File: config.mk
export PLATFORM = sky130hd
export DESIGN_NAME = rv_dp
export DESIGN_NICKNAME = d
export VERILOG_FILES = /design/src/rtl/rv_pkg.sv /design/src/rtl/rv_alu.sv /design/src/rtl/rv_dp.sv
export SDC_FILE = /design/constraint.sdc
export NUM_CORES = 2
export LEC_CHECK = 0
export ABC_AREA = 1
export BUFFER_PORTS_ARGS = -buffer_cell sky130_fd_sc_hd__buf_2
export CAP_MARGIN = 0
export CORE_MARGIN = 2
export CORE_UTILIZATION = 30
export DETAILED_ROUTE_END_ITERATION = 10
export GPL_TIMING_DRIVEN = 1
export PLACE_DENSITY = 0.52
export REMOVE_ABC_BUFFERS = 1
export SLEW_MARGIN = 15
export SYNTH_ARGS = -nofsm -noshare
export SYNTH_HDL_FRONTEND = slang
export SYNTH_SLANG_ARGS = --single-unit
File: constraint.sdc
create_clock -name clk -period 13.05 [get_ports clk]
set_input_delay 1.305 -clock clk [delete_from_list [all_inputs] [get_ports clk]]
set_output_delay 1.305 -clock clk [all_outputs]
set_load 0.03 [all_outputs]
File: src/rtl/rv_pkg.sv
// Shared encodings for the multicycle RV32 datapath and its control FSM.
package rv_pkg;

  localparam int unsigned XLEN = 32;
  localparam int unsigned NREG = 32;
  localparam int unsigned RAW  = 5;

  typedef enum logic {
    PC_INC = 1'b0,
    PC_ALU = 1'b1
  } pc_sel_e;

  typedef enum logic [1:0] {
    WB_PC     = 2'd0,
    WB_ALUOUT = 2'd1,
    WB_MDR    = 2'd2,
    WB_ZERO   = 2'd3
  } wb_sel_e;

  typedef enum logic [1:0] {
    IMM_L = 2'd0,
    IMM_S = 2'd1,
    IMM_B = 2'd2,
    IMM_J = 2'd3
  } imm_sel_e;

  typedef enum logic [1:0] {
    ALUA_REG    = 2'd0,
    ALUA_PCC    = 2'd1,
    ALUA_ALUOUT = 2'd2,
    ALUA_ZERO   = 2'd3
  } alua_sel_e;

  typedef enum logic [1:0] {
    ALUB_REG   = 2'd0,
    ALUB_IMM   = 2'd1,
    ALUB_TOXOR = 2'd2,
    ALUB_ZERO  = 2'd3
  } alub_sel_e;

  typedef enum logic [3:0] {
    ALU_ADD  = 4'b0000,
    ALU_SUB  = 4'b0001,
    ALU_SLL  = 4'b0010,
    ALU_SLT  = 4'b0100,
    ALU_SLTU = 4'b0110,
    ALU_XOR  = 4'b1000,
    ALU_SRL  = 4'b1010,
    ALU_SRA  = 4'b1011,
    ALU_OR   = 4'b1100,
    ALU_AND  = 4'b1110
  } alu_op_e;

endpackage

File: src/rtl/rv_alu.sv
// Combinational ALU; unlisted operation codes fall back to ADD.
module rv_alu
  import rv_pkg::*;
(
  input  logic [XLEN-1:0] a,
  input  logic [XLEN-1:0] b,
  input  logic [3:0]      alusel,
  output logic [XLEN-1:0] result
);

  always_comb begin
    result = a + b;
    case (alusel)
      ALU_SUB:  result = a - b;
      ALU_SLL:  result = a << b[4:0];
      ALU_SLT:  result = XLEN'($signed(a) < $signed(b));
      ALU_SLTU: result = XLEN'(a < b);
      ALU_XOR:  result = a ^ b;
      ALU_SRL:  result = a >> b[4:0];
      ALU_SRA:  result = $unsigned($signed(a) >>> b[4:0]);
      ALU_OR:   result = a | b;
      ALU_AND:  result = a & b;
      default:  result = a + b;
    endcase
  end

endmodule

File: src/rtl/rv_dp.sv
// Multicycle RV32 datapath: PC/PCC/IR/MDR/ALUOUT, inline register file,
// immediate generation and operand muxing around rv_alu.
module rv_dp
  import rv_pkg::*;
(
  input  logic            clk,
  input  logic            rst,
  input  logic            pcsourse,
  input  logic            pcwrite,
  input  logic            pccen,
  input  logic            irwrite,
  input  logic [1:0]      wbsel,
  input  logic            regwen,
  input  logic [1:0]      immsel,
  input  logic [1:0]      asel,
  input  logic [1:0]      bsel,
  input  logic [3:0]      alusel,
  input  logic            mdrwrite,
  output logic [XLEN-1:0] instr,
  output logic            zero,
  output logic [XLEN-1:0] mem_addr,
  output logic [XLEN-1:0] mem_wdata,
  input  logic [XLEN-1:0] mem_rdata
);

  logic [XLEN-1:0] pc_q, pc_d;
  logic [XLEN-1:0] pcc_q, pcc_d;
  logic [XLEN-1:0] ir_q, ir_d;
  logic [XLEN-1:0] mdr_q, mdr_d;
  logic [XLEN-1:0] aluout_q, aluout_d;
  logic [XLEN-1:0] rf_q [NREG];
  logic [XLEN-1:0] rf_d [NREG];

  logic [RAW-1:0]  rs1, rs2, rd;
  logic [XLEN-1:0] rs1_data, rs2_data, imm, alu_a, alu_b, alu_res, wb_data;

  assign rs1      = ir_q[19:15];
  assign rs2      = ir_q[24:20];
  assign rd       = ir_q[11:7];
  assign rs1_data = (rs1 == '0) ? '0 : rf_q[rs1];
  assign rs2_data = (rs2 == '0) ? '0 : rf_q[rs2];

  assign instr     = ir_q;
  assign mem_wdata = rs2_data;
  assign mem_addr  = irwrite ? pc_q : aluout_q;
  assign zero      = (alu_res == '0);

  // Immediate formats, all sign-extended from ir_q[31]
  always_comb begin
    imm = {{20{ir_q[31]}}, ir_q[31:20]};
    case (immsel)
      IMM_S:   imm = {{20{ir_q[31]}}, ir_q[31:25], ir_q[11:7]};
      IMM_B:   imm = {{19{ir_q[31]}}, ir_q[31], ir_q[7], ir_q[30:25], ir_q[11:8], 1'b0};
      IMM_J:   imm = {{11{ir_q[31]}}, ir_q[31], ir_q[19:12], ir_q[20], ir_q[30:21], 1'b0};
      default: imm = {{20{ir_q[31]}}, ir_q[31:20]};
    endcase
  end

  always_comb begin
    alu_a = '0;
    alu_b = '0;
    case (asel)
      ALUA_REG:    alu_a = rs1_data;
      ALUA_PCC:    alu_a = pcc_q;
      ALUA_ALUOUT: alu_a = aluout_q;
      default:     alu_a = '0;
    endcase
    case (bsel)
      ALUB_REG:   alu_b = rs2_data;
      ALUB_IMM:   alu_b = imm;
      ALUB_TOXOR: alu_b = '1;
      default:    alu_b = '0;
    endcase
  end

  rv_alu u_alu (
    .a      (alu_a),
    .b      (alu_b),
    .alusel (alusel),
    .result (alu_res)
  );

  always_comb begin
    wb_data = '0;
    case (wbsel)
      WB_PC:     wb_data = pc_q;
      WB_ALUOUT: wb_data = aluout_q;
      WB_MDR:    wb_data = mdr_q;
      default:   wb_data = '0;
    endcase
  end

  // Next-state for architectural registers; writes to x0 are dropped
  always_comb begin
    pc_d     = pc_q;
    pcc_d    = pcc_q;
    ir_d     = ir_q;
    mdr_d    = mdr_q;
    aluout_d = alu_res;
    rf_d     = rf_q;
    if (pcwrite)  pc_d  = (pcsourse == PC_ALU) ? alu_res : pc_q + XLEN'(4);
    if (pccen)    pcc_d = pc_q;
    if (irwrite)  ir_d  = mem_rdata;
    if (mdrwrite) mdr_d = mem_rdata;
    if (regwen && (rd != '0)) rf_d[rd] = wb_data;
  end

  always_ff @(posedge clk) begin
    if (rst) begin
      pc_q     <= '0;
      pcc_q    <= '0;
      ir_q     <= '0;
      mdr_q    <= '0;
      aluout_q <= '0;
      for (int unsigned i = 0; i < NREG; i++) rf_q[i] <= '0;
    end else begin
      pc_q     <= pc_d;
      pcc_q    <= pcc_d;
      ir_q     <= ir_d;
      mdr_q    <= mdr_d;
      aluout_q <= aluout_d;
      rf_q     <= rf_d;
    end
  end

endmodule

-- After elaboration in Yosys (flattened, before gate mapping)
Cells that the tools add are included.
- output and inout port bits: 97
- bits of input ports: 52
- logic and storage cells: 100
- bits in registers: 1184
- reduce and logical (&&, ||, !) cells: 9
- bitwise gates (word level): 6
- $lt $le $gt $ge: 6
- multiplexer cells: 18
- eq/ne operators: 18
- shift-type cells: 3
- add/subtract/negate cells: 3
- operators by type and width (operator ; count):
    $bwmux W1024 ; 1
    $bmux W32 S5 ; 2
    $mux W32 ; 9
    $pmux W32 S3 ; 3
    $pmux W32 S9 ; 1
    $demux W32 S5 ; 1
    $lt A32 B32 Y1 ; 2
    $pmux W20 S3 ; 1
    $add A32 B3 Y32 const B ; 1
    $add A32 B32 Y32 ; 1
    $and A32 B32 Y32 ; 1
    $logic_not A32 Y1 ; 1
    $or A32 B32 Y32 ; 1
    $shl A32 B5 Y32 ; 1
    $shr A32 B5 Y32 ; 1
    $sshr A32 B5 Y32 ; 1
    $sub A32 B32 Y32 ; 1
    $xor A32 B32 Y32 ; 1
    $eq A4 B4 Y1 const B ; 5
    $ge A6 B6 Y1 const B ; 3
    $not A5 Y6 ; 3
    $eq A2 B2 Y1 const B ; 5
    $logic_not A5 Y1 ; 2
    $eq A2 B1 Y1 const B ; 4
    7 further kinds ; 11

-- Longest topological paths before layout
- depth after elaboration: 9
- depth in mapped cells: 40
- mapped depth without buffers: 35

-- Cells and area by module
From an unflattened synthesis, not the netlist that was laid out.
- cell total of the unflattened synthesis: 11652
- area, all modules: 72418.2 sq um
- modules (own cells, without submodules) (module ; cells each ; sequential area each (sq um) ; instances ; area each (sq um)):
    rv_dp ; 9663 ; 23702.7 ; 1 ; 62670.1
    rv_alu ; 1989 ; 0.0 ; 1 ; 9748.1

-- Least setup slack after synthesis
OpenSTA, ideal clock, no wires.
- path type: flip-flop to output port
- start point: reg ir_q[20] (netlist: instr[20])
- end point: out zero
- path buffers: 8
- arrival time: 5.900 ns
- cell stages (with the launch flop): 34
- setup slack: 5.845 ns
- required time: 11.745 ns
- cells stage by stage: dfxtp_1 > buf_4 > buf_2 > buf_4 > buf_2 > clkbuf_1 > buf_2 > clkbuf_1 > nor2_1 > o22ai_1 > nand2_1 > a311oi_1 > nand2_1 > nand2_1 > inv_1 > ha_1 > clkbuf_1 > nand2_1 > nor4_1 > nand3_1 > nand2_1 > nand2_1 > nand2_1 > nand2_1 > nand2_1 > xor2_1 > nor2_1 > nor2_1 > nand3_1 > nor2_1 > nand2_1 > nor2_1 > nand2_1 > nor2_1
- word-level cells in the longest chain between the ends: 9
- elaborated cells between the ends (all ways): 20
- ends and longest elaborated chain (what ; RTL line ; RTL):
    start, declared ; rv_dp.sv:28 ; logic [XLEN-1:0] ir_q, ir_d;
    start signal, assigned ; rv_dp.sv:119 ; ir_q <= ir_d;
    $not A5 Y6 (implied by the code) ; rv_dp.sv:41 ; assign rs2_data = (rs2 == '0) ? '0 : rf_q[rs2];
    $bmux W32 S5 ; rv_dp.sv:41 ;
    $mux W32 (implied by the code) (2 in series) ; rv_dp.sv:41 ;
    $mux W32 (*) ; rv_dp.sv:41 ;
    net mem_wdata[22] ; rv_dp.sv:22 ; output logic [XLEN-1:0] mem_wdata,
    $pmux W32 S3 (*) ; rv_dp.sv:68 ; case (bsel)
    $add A32 B32 Y32 (tied with other cells) ; rv_alu.sv:23 ; default: result = a + b;
    $pmux W32 S9 (*) ; rv_alu.sv:13 ; case (alusel)
    $logic_not A32 Y1 (*) ; rv_dp.sv:46 ; assign zero = (alu_res == '0);
    end, declared ; rv_dp.sv:20 ; output logic zero,
The timed path passes the listed nets; every way through them passes the cells marked *. The select of a mux whose other input is x is not followed.

-- Worst setup path after layout
- start point: reg ir_q[22] (netlist: instr[22])
- end point: out zero
- word-level cells in the longest chain between the ends: 9
- elaborated cells between the ends (all ways): 20
- ends and longest elaborated chain (what ; RTL line):
    $not A5 Y6 (implied by the code) ; rv_dp.sv:41
    $bmux W32 S5 ; rv_dp.sv:41
    $mux W32 (implied by the code) (2 in series) ; rv_dp.sv:41
    $mux W32 ; rv_dp.sv:41
    $pmux W32 S3 (*) ; rv_dp.sv:68
    $add A32 B32 Y32 (tied with other cells) ; rv_alu.sv:23
    $pmux W32 S9 (*) ; rv_alu.sv:13
    $logic_not A32 Y1 (*) ; rv_dp.sv:46
Mark *: on every way between the ends. The rest lies on a longest branch, timed or not. The select of a mux whose other input is x is not followed.

==> impl_metrics.py <==
metrics = {
    "clocking": {
        "cts_tree": "yes",
        "h-tree-depth": 4,
        "cts_setup_buffers": 0,
        "clkLatencyLatePin_ns": 0.81,
        "cts_hold_buf": 0,
        "numCtsBuffers": 135,
        "clockBufferDepth": 3,
        "clkTransAtPathRegs_ns": 0.06,
        "clockRootBuffer": "clkbuf_16",
        "postCtsResizedCells": 0,
        "cts_num_sinks": 1184,
    },
    "detailed_routing": {
        "via_per_inst": 5.776,
        "vias": 77710,
        "ant_nets": 0,
        "totalWireLength_um": 357900,
        "wl_per_cell_um": 26.60,
        "dr.pass1.iters": 9,
        "drc_errors": 0,
        "drt_iter0_drc": 10200,
    },
    "finish": {
        "fin_util_pct": 33.24,
        "fin_nets": 10470,
        "drive_above_1_share_pct": 6.758,
        "area_growth_pct": 10.13,
        "fin_cells": 13450,
    },
    "setup_path": {
        "arrival_ns": 9.04,
        "endpoint_kind": "primary output",
        "crit_top_cell": "nand2_1",
        "critPathRequiredTime_ns": 11.74,
        "crit_type": "reg2out",
        "crit_path_start": "instr[22]",
        "reg2reg_to": "pc_q[30]",
        "cpPeakStageDelay_ns": 1.05,
        "crit_slowest_cell": "a311oi_1",
        "cp_max_fo": 26,
        "reg2regPathDepth": 25,
        "critPathTopFamily": "simple AND/OR/NAND/NOR gates",
        "r2r_slack_ns": 5.64,
        "critPathLaunchType": "register",
        "path_buf_inv": 5,
        "rr_startpoint": "instr[22]",
    },
    "yosys": {
        "yosysSeqAreaShare_pct": 34.15,
        "synthTopCellsByArea": "dfxtp_1 34%, o21ai_0 14%, a21oi_1 11%, nand2_1 9.7%, nand3_1 7.2%",
        "ys_warn_count": 0,
        "synth.distinct_cells": 58,
        "netlist_area_um2": 69400,
        "synth_edf_count": 0,
        "synth_cells": 10830,
        "synth_area_per_cell_um2": 6.410,
        "synthArstFlopShare_pct": 0,
        "synth_top_cell_by_area": "dfxtp_1",
        "synth.most_common_cell": "o21ai_0",
        "netlist_top_cells_count": "1912 x o21ai_0, 1799 x nand2_1, 1574 x a21oi_1",
        "synth_ff_type": "dfxtp_1",
        "synth_top_area_share_pct": 34.15,
        "synth_seq_cells": 1184,
    },
    "floorplan": {
        "start_util_pct": 30.19,
        "die_h_um": 485.0,
        "dieArea_um2": 235200,
        "num_io_pins": 149,
        "num_rows": 176,
        "die_w_um": 485.0,
        "core_um2": 229900,
    },
    "placement": {
        "gp_congestion": 0.9683,
        "placedCellCount": 13210,
        "dpl.hpwl_um": 230000,
        "port_buffers": 148,
    },
    "min_path": {
        "worstHoldStart": "rf_q[998]",
        "whs_path_depth": 2,
        "min_to": "rf_q[998]",
        "min_path_type": "reg2reg",
    },
    "sta": {
        "fin_setup_tns_ns": 0,
        "finalHoldViolations": 0,
        "finClkSkew_ns": 0.03514,
        "slew_viol_final": 0,
        "rsz0062_at_grt": "no",
        "worst_slew_pin_slew_ns": 1.319,
        "hold_ws_ns": 0.4348,
        "setup_viol": 0,
        "maxSlewHeadroom_pct": 11.16,
        "min_period_over_period_pct": 79.28,
        "max_freq_mhz": 96.66,
        "fin_crit_ns": 10.35,
    },
    "outcome": {
        "status": "completed",
    },
    "power": {
        "netSwitchingPower_mw": 3.594,
        "clkPwrFrac_pct": 39.0,
        "leakage_nw": 29.66,
        "switching_share_pct": 35.77,
        "power-per-cell-area_nw_per_um2": 131.5,
        "peakVddDrop_uv": 149.7,
        "power_frac_seq_pct": 37.6,
        "comb_power_share_pct": 23.4,
        "internal-power_mw": 6.453,
    },
    "global_route": {
        "grt_usage_pct": 29.16,
        "grt_max_degree": 209,
        "overflow": 0,
        "antenna_found_initial": 19,
        "grt_pass1_wl_um": 509900,
        "grt_pass1_vias": 70500,
    },
    "job": {
        "drv_cap": 0,
    },
}
-- kinds of logic (layout without fill, tap and decap cells) --
| family | count (synthesis) | after routing | share of synthesized area [%] |
|---|---|---|---|
| AO/OA/AOI/OAI | 3979 | 3979 | 30.44 |
| XOR/XNOR | 26 | 26 | 0.3281 |
| adder cells (fa/ha/maj) | 100 | 100 | 1.825 |
| buffers and inverters | 1766 | 1357 | 10.45 |
| flip-flops | 1184 | 1184 | 34.15 |
| other | 0 | 10 | 0 |
| AND/OR/NAND/NOR | 3772 | 3772 | 22.80 |
-- area by class of cell --
cell class                      instances  area [um2]
Timing Repair Buffer                  328        2235
Antenna cell                           10       25.02
Fill cell                           24970      153500
Tap cell                             3026        3786
Clock inverter                         39       467.9
Inverter                              790        3009
Multi-Input combinational cell       7877       39230
Sequential cell                      1184       23740
Clock buffer                          200        3945
-- power groups by stage --
stage               Sequential (mW)  Combinational (mW)  Clock [mW]
finish                         3.78                2.35        3.92
global route                   3.79                2.49        4.10
CTS                            3.78                2.28        3.96
detailed placement             3.86                2.28           0
global placement               3.86                2.28           0
floorplan                      3.91                1.35           0
-- tightest hold or removal path: stages (launching register included) --
cell and delay (ns):
dfxtp_1 0.32, inv_1 0.05, nor2_1 0.03
-- layout by cell type (no fill, tap or decap), drive strengths merged, types with 15 or more instances in the layout --
| master | count |
|---|---|
| o211ai | 233 |
| nand3 | 999 |
| nor3 | 30 |
| ha | 98 |
| nand2 | 1815 |
| a221oi | 47 |
| inv | 796 |
| o21bai | 15 |
| o2111ai | 24 |
| dfxtp | 1184 |
| nor2 | 849 |
| o22ai | 74 |
| xor2 | 25 |
| nand4 | 38 |
| clkinv | 27 |
| a21oi | 1574 |
| buf | 328 |
| or2 | 20 |
| clkbuf | 200 |
| o21ai | 1943 |
-- per-layer routing --
layer / GRT usage [%] / part of all wire (%)
met1: 38.72 / 41
met2: 43.15 / 42
met3: 5.398 / 9.2
met4: 18.85 / 7.1
met5: 0 / 0.018
-- through the flow --
stage / power (mW) / setup slack, ns / cell area, um2
final: 10.05 / 2.705 / 76430
after detailed placement: 6.134 / 3.857 / 71990
after CTS: 10.02 / 2.986 / 76400
after global placement: 6.139 / 3.857 / 71990
after global routing: 10.38 / 2.531 / 76420
after floorplan: 5.263 / -14.23 / 65120
-- flip-flops by register name (all words and copies together), names as in the netlist --
signal,flops
rf_q,1024
instr,32
pcc_q,32
aluout_q,32
pc_q,32
mdr_q,32
-- worst max path at each step --
stage / slack [ns] / endpoint / cells past startpoint
4_1_cts: 2.99 / zero / 28
3_5_place_dp: 3.86 / zero / 28
3_3_place_gp: 3.86 / zero / 28
2_1_floorplan: -14.23 / zero / 29
6_report: 2.70 / zero / 29
5_1_grt: 2.53 / zero / 31
Note: power is estimated with default switching activity, not from simulation.
